File: config.mk
export PLATFORM = sky130hd
export DESIGN_NAME = serial_adder
export DESIGN_NICKNAME = d
export VERILOG_FILES = /design/src/rtl/serial_adder.sv
export SDC_FILE = /design/constraint.sdc
export NUM_CORES = 1
export LEC_CHECK = 0
export CAP_MARGIN = 20
export CORE_MARGIN = 3
export CORE_UTILIZATION = 55
export CTS_CLUSTER_SIZE = 24
export DETAILED_ROUTE_END_ITERATION = 10
export DONT_BUFFER_PORTS = 1
export GPL_TIMING_DRIVEN = 1
export PLACE_DENSITY_LB_ADDON = 0.25
export SYNTH_ARGS = -nofsm -noshare
export SYNTH_HDL_FRONTEND = slang
export SYNTH_SLANG_ARGS = --single-unit
File: constraint.sdc
create_clock -name clk -period 1.36 [get_ports clk]
set_input_delay 0.272 -clock clk [delete_from_list [all_inputs] [get_ports clk]]
set_output_delay 0.272 -clock clk [all_outputs]
set_load 0.02 [all_outputs]
File: src/rtl/serial_adder.sv
// Bit-serial WIDTH-bit adder: one full_adder cell and a carry flop produce the sum LSB first,
// one bit per clock, with a registered result and a one-cycle done pulse.

module full_adder (
    input  logic a,
    input  logic b,
    input  logic ci,
    output logic s,
    output logic co
);

    assign s  = a ^ b ^ ci;
    assign co = (a & b) | (ci & (a ^ b));

endmodule

module serial_adder #(
    parameter int WIDTH = 8
) (
    input  logic             clk,
    input  logic             rst_n,
    input  logic             start,
    input  logic [WIDTH-1:0] a,
    input  logic [WIDTH-1:0] b,
    input  logic             cin,
    output logic             busy,
    output logic             done,
    output logic [WIDTH-1:0] sum,
    output logic             cout
);

    localparam int CW = $clog2(WIDTH + 1);

    typedef enum logic [1:0] {
        ST_IDLE  = 2'd0,
        ST_SHIFT = 2'd1,
        ST_DONE  = 2'd2
    } state_t;

    state_t           state_q, state_d;
    logic [WIDTH-1:0] sa_q, sb_q, ps_q, sum_q;
    logic             c_q, cout_q;
    logic [CW-1:0]    cnt_q;
    logic             busy_q, busy_d, done_q, done_d;
    logic             s_s, co_s, last_bit_s;

    full_adder u_fa (
        .a  (sa_q[0]),
        .b  (sb_q[0]),
        .ci (c_q),
        .s  (s_s),
        .co (co_s)
    );

    assign last_bit_s = (cnt_q == CW'(WIDTH - 1));

    // State register plus registered status outputs
    always_ff @(posedge clk or negedge rst_n) begin
        if (!rst_n) begin
            state_q <= ST_IDLE;
            busy_q  <= 1'b0;
            done_q  <= 1'b0;
        end else begin
            state_q <= state_d;
            busy_q  <= busy_d;
            done_q  <= done_d;
        end
    end

    // Next-state logic; start is only honoured in IDLE
    always_comb begin
        state_d = state_q;
        case (state_q)
            ST_IDLE: begin
                if (start) state_d = ST_SHIFT;
                else       state_d = ST_IDLE;
            end
            ST_SHIFT: begin
                if (last_bit_s) state_d = ST_DONE;
                else            state_d = ST_SHIFT;
            end
            ST_DONE: state_d = ST_IDLE;
            default: state_d = ST_IDLE;
        endcase
    end

    // Status outputs are decoded from the next state so they register in step with it
    always_comb begin
        busy_d = 1'b0;
        done_d = 1'b0;
        if (state_d != ST_IDLE) busy_d = 1'b1;
        else                    busy_d = 1'b0;
        if (state_d == ST_DONE) done_d = 1'b1;
        else                    done_d = 1'b0;
    end

    // Operand shifting, carry chaining and result capture
    always_ff @(posedge clk or negedge rst_n) begin
        if (!rst_n) begin
            sa_q   <= {WIDTH{1'b0}};
            sb_q   <= {WIDTH{1'b0}};
            ps_q   <= {WIDTH{1'b0}};
            sum_q  <= {WIDTH{1'b0}};
            c_q    <= 1'b0;
            cout_q <= 1'b0;
            cnt_q  <= {CW{1'b0}};
        end else begin
            case (state_q)
                ST_IDLE: begin
                    if (start) begin
                        sa_q  <= a;
                        sb_q  <= b;
                        c_q   <= cin;
                        cnt_q <= {CW{1'b0}};
                    end
                end
                ST_SHIFT: begin
                    ps_q  <= {s_s, ps_q[WIDTH-1:1]};
                    sa_q  <= {1'b0, sa_q[WIDTH-1:1]};
                    sb_q  <= {1'b0, sb_q[WIDTH-1:1]};
                    c_q   <= co_s;
                    cnt_q <= cnt_q + CW'(1);
                    // Final bit goes straight into the result, bypassing ps_q
                    if (last_bit_s) begin
                        sum_q  <= {s_s, ps_q[WIDTH-1:1]};
                        cout_q <= co_s;
                    end
                end
                default: begin
                end
            endcase
        end
    end

    assign busy = busy_q;
    assign done = done_q;
    assign sum  = sum_q;
    assign cout = cout_q;

endmodule

# --- Word level (Yosys, flattened, before mapping) ---
# Cells that the tools add are included.
word_totals:
  register_bits: 42
  output_inout_bits: 11
  word_cells: 38
classes:
  addsub: 1
  eq_ne: 4
  muxes: 13
  n_bitwise: 5
  reduce_logical: 5
op_table:
  columns: ["cell", "n"]
  rows:
  - ["$pmux W8 S2", 2]
  - ["$mux W8", 2]
  - ["$pmux W4 S2", 1]
  - ["$add A4 B1 Y4 const B", 1]
  - ["$eq A4 B3 Y1 const B", 1]
  - ["$mux W1", 4]
  - ["$mux W4", 1]
  - ["$pmux W2 S2", 1]
  - ["$reduce_and A2 Y1", 2]
  - ["$reduce_bool A2 Y1", 2]
  - ["$and A1 B1 Y1", 2]
  - ["$eq A2 B1 Y1 const B", 1]
  - ["$eq A2 B2 Y1 const B", 1]
  - ["$logic_not A2 Y1", 1]
  - ["$mux W2", 1]
  - ["$ne A2 B2 Y1 const B", 1]
  - ["$pmux W1 S2", 1]
  - ["$xor A1 B1 Y1", 2]
  - ["$or A1 B1 Y1", 1]

# --- Logic depth before layout (Yosys ltp) ---
logic_depth:
  ltp_word: 5
  depth_mapped: 5

# --- Cells and area by module ---
# Synthesis repeated with hierarchy kept, for this count alone.
hier_totals:
  hier_cells: 152
  area_unflattened_um2: 1646.6
modules_own_cells:
  columns: ["module", "instances", "cells_each", "area_per_inst_um2"]
  rows:
  - ["serial_adder", 1, 151, 1626.6]
  - ["full_adder", 1, 1, 20.0]

# --- Worst setup path before layout ---
# Ideal clock, no wire load.
synth_timing:
  path_kind: "register to register"
  start: "register cnt_q[0]"
  end: "register sum_q[0] (netlist: sum[0])"
  setup_ps: 125
  t_arrival_ps: 1263
  slack_ps: -27
  stages_incl_launch_ff: 5
  n_path_buf: 0
  period_less_slack_ps: 1387
  cell_sequence: "dfrtp_1 ha_1 nand4b_4 nor2_8 mux2_2"
synth_between:
  elab_chain_len: 2
synth_rtl:
  columns: ["element", "line", "text"]
  rows:
  - ["start: declaration", "43", "logic [CW-1:0] cnt_q;"]
  - ["start signal: assignment", "106", "cnt_q <= {CW{1'b0}};"]
  - ["start signal: assignment", "114", "cnt_q <= {CW{1'b0}};"]
  - ["start signal: assignment", "122", "cnt_q <= cnt_q + CW'(1);"]
  - ["$eq A4 B3 Y1", "55", "assign last_bit_s = (cnt_q == CW'(WIDTH - 1));"]
  - ["$reduce_and A2 Y1 (no line)", null, null]
  - ["end signal: assignment", "103", "sum_q <= {WIDTH{1'b0}};"]
  - ["end signal: assignment", "125", "sum_q <= {s_s, ps_q[WIDTH-1:1]};"]
  - ["end: declaration", "41", "logic [WIDTH-1:0] sa_q, sb_q, ps_q, sum_q;"]
# Every way passes these cells.
# A chain may end at the register's enable or synchronous reset.

# --- Worst setup path in the final report ---
layout_timing:
  start: "register cnt_q[0]"
  end: "register sum_q[1] (netlist: sum[1])"
# Same word-level chain as after synthesis.

==> results.cfg <==
[worst_setup_path]
reg2reg_slack_ns = -0.08
cp_slowest_stage_delay_ns = 0.42
timing.rr.end = sum[1]
rr_startpoint = cnt_q[0]
worst_setup_path_end_kind = register
start_kind = register
cpLargestDelayFamily = flip-flops
path_buf_inv = 0
worstSetupPathType = register to register
cp_max_fo = 5
arrival_ns = 1.69
cp.required_ns = 1.61
crit_slowest_cell = dfrtp_1
path_cells = ha_4 > nand4b_4 > nor2_4 > mux2_2
rr_worst_depth = 4

[placement]
gp_congestion = 0.748
place_hpwl_um = 2220
io_buffers = 0

[sta]
rsz0062_at_grt = true
fin_ws_ns = -0.0846
worst_pin_slew_ns = 0.289
hold_viol = 0
fin_worst_skew_ns = 0.00964
period_needed_ns = 1.44
hold_ws_ns = 0.116
fmax_mhz = 692
drv_slew = 0
setup_violations = 9
slew_headroom = 0.807
tns_ns = -0.446
fin_crit_sh = 1.06

[layout]
diodes = 0
area_delta_synth_final_pct = 15.0
seq_area_um2 = 1030
n_fill_cell = 236
multi_input_area_um2 = 749
final_net_count = 197
drive_gt1_frac = 0.205

[global_routing]
grt_max_degree = 42
grtUsageTotal = 0.202
grt_overflow = 0
antenna_found_initial = 0
grt_first_pass_wirelength_um = 6180
grt_pass1_vias = 1252

[power_and_ir_drop]
p_leak_uw = 0.000971
power_density_nw_per_um2 = 2100
power.share.clock = 0.195
peakVddDrop_mv = 1.41
finalPower_uw = 4320
internal_power_uw = 2790
power.share.sequential = 0.512
combPwrFrac = 0.293
p_sw_frac = 0.354
power_switching_uw = 1530

[floorplan]
ioPinCount = 31
core_area_um2 = 3080
die_x_um = 63.0
start_util = 0.580
rows = 20
die_area_um2 = 3970
fp.dieH_um = 63.0

[clock_network]
cts_root_buf = clkbuf_4
clock_latency_ns = 0.36
cts_tree = built
cts_buffers = 5
cts_sinks = 41
cts_buffer_depth = 2
htree_levels = 2
cts.reportedPaths.clkPinSlew_ns = 0.13

[worst_hold_path]
holdCritPathClass = input port to register
hold_path_end = sb_q[7]
hold_depth = 2
hold_start = b[7]

[yosys]
synth-seq-area-share = 0.574
synth_top_area_frac = 0.574
ys.warnings.count = 0
netlist_area_um2 = 1790
yosysUniqueCellTypes = 26
synthCells = 165
synth.largest_area_cell = dfrtp_1
syn-num-nets = 187
synth.avg_cell_area_um2 = 10.8
synth.area.top_cells = dfrtp_1 (57%), nand2_1 (8.6%), o21ai_0 (5.6%), mux2_2 (3.8%), and3b_1 (3.4%)
ys_ff_latch = 41

[drt]
vias = 1208
post-route-drc-count = 0
finalWirelength_um = 3440
detail_route.wl_per_cell_um = 15.7
vias_per_cell = 5.49
drt-initial-drc-count = 58
drt-pass1-iter-count = 4
ant_nets = 0

[run_status]
status = finished with violations
violations = negative setup slack

[flow_run]
cap_viol_max_count = 0
state kept, by name, indices dropped and copies added (netlist names):
signal / cells
sum: 8
cnt_q: 4
sb_q: 8
c_q: 1
sa_q: 8
done: 1
ps_q: 7
busy: 1
state_q: 2
cout: 1
layer usage:
metal / vias to the layer above / share of wire / track usage
met5: - / 0 / 0
met4: 0 / 0.015 / 0.0826
met3: 5 / 0.053 / 0.0504
met2: 24 / 0.49 / 0.316
met1: 596 / 0.45 / 0.270
li1: 583 / - / -
cells by family after synthesis:
kind of cell,share of synthesized area
adders and majority gates,0.0182
and+or+nand+nor,0.179
DFF,0.574
buffers and inverters,0.0399
muxes,0.0567
AOI/OAI and AO/OA,0.132
cells in the mapped netlist:
library cell	n
a21oi_1	9
a22o_1	1
a22oi_1	8
a31oi_1	1
a41oi_1	1
and3b_1	7
buf_2	3
buf_4	4
buf_6	1
clkbuf_1	3
dfrtp_1	41
fa_1	1
ha_1	1
inv_1	1
mux2_1	3
mux2_2	6
nand2_1	41
nand2b_1	1
nand3_1	1
nand4b_4	1
nor2_1	1
nor2_8	1
nor2b_1	6
nor3b_1	1
o21ai_0	20
o21bai_1	1
power groups by stage:
stage / combinational, µW / clock (µW) / sequential [µW]
CTS: 1240 / 858 / 2210
global placement: 1040 / 0 / 2180
finish: 1270 / 843 / 2210
global route: 1440 / 920 / 2270
detailed placement: 1120 / 0 / 2220
floorplan: 864 / 0 / 2130
how the worst max path moves through the flow:
stage	depth (start not counted)	to	startpoint
final	4	sum[1]	cnt_q[0]
after global routing	4	sum[1]	cnt_q[0]
after floorplan	4	sum[0]	cnt_q[1]
after global placement	4	sum[2]	cnt_q[1]
after detailed placement	4	sum[3]	cnt_q[1]
after CTS	4	sum[6]	cnt_q[0]
timing repair:
item,4_1_cts,5_1_grt
endpoints found under the hold margin,41,0
gates cloned,1,0
endpoints found under the setup margin,17,35
hold buffers,2,0
setup buffers,2,0
pin swaps,2,0
gates resized for setup,6,7
placed cells by master, fill, tap and decap left out, types with 2 or more instances in the layout:
| cell | count |
|---|---|
| dfrtp_2 | 2 |
| and3b_1 | 7 |
| buf_4 | 9 |
| clkbuf_4 | 5 |
| dfrtp_1 | 39 |
| mux2_1 | 2 |
| nor2b_1 | 5 |
| a22oi_1 | 8 |
| mux2_4 | 6 |
| buf_12 | 2 |
| nand2_1 | 41 |
| a21oi_1 | 9 |
| o21ai_0 | 20 |
per-stage QoR:
stage	cells	util	instance area (µm²)	setup slack, ns
after floorplan	165	-	1800	-0.00468
after global placement	207	0.607	1870	-0.00622
after detailed placement	207	0.607	1870	-0.0814
after CTS	220	0.661	2030	-0.0688
after global routing	220	0.667	2050	-0.153
final	220	0.667	2050	-0.0846
area by class of cell:
class                      count  share of cell area
clock buffer                   6              0.0250
clock inverter                 2              0.0183
inverter                       1             0.00183
multi-input combinational    113               0.365
sequential                    41               0.501
tap                           44              0.0268
timing repair buffer          13              0.0627
worst register-to-register path: stages, from the launching register on:
cell      delay, ns
dfrtp_1        0.42
ha_4           0.17
nand4b_4       0.17
nor2_4         0.22
mux2_2         0.35
Note: power is estimated with default switching activity, not from simulation.
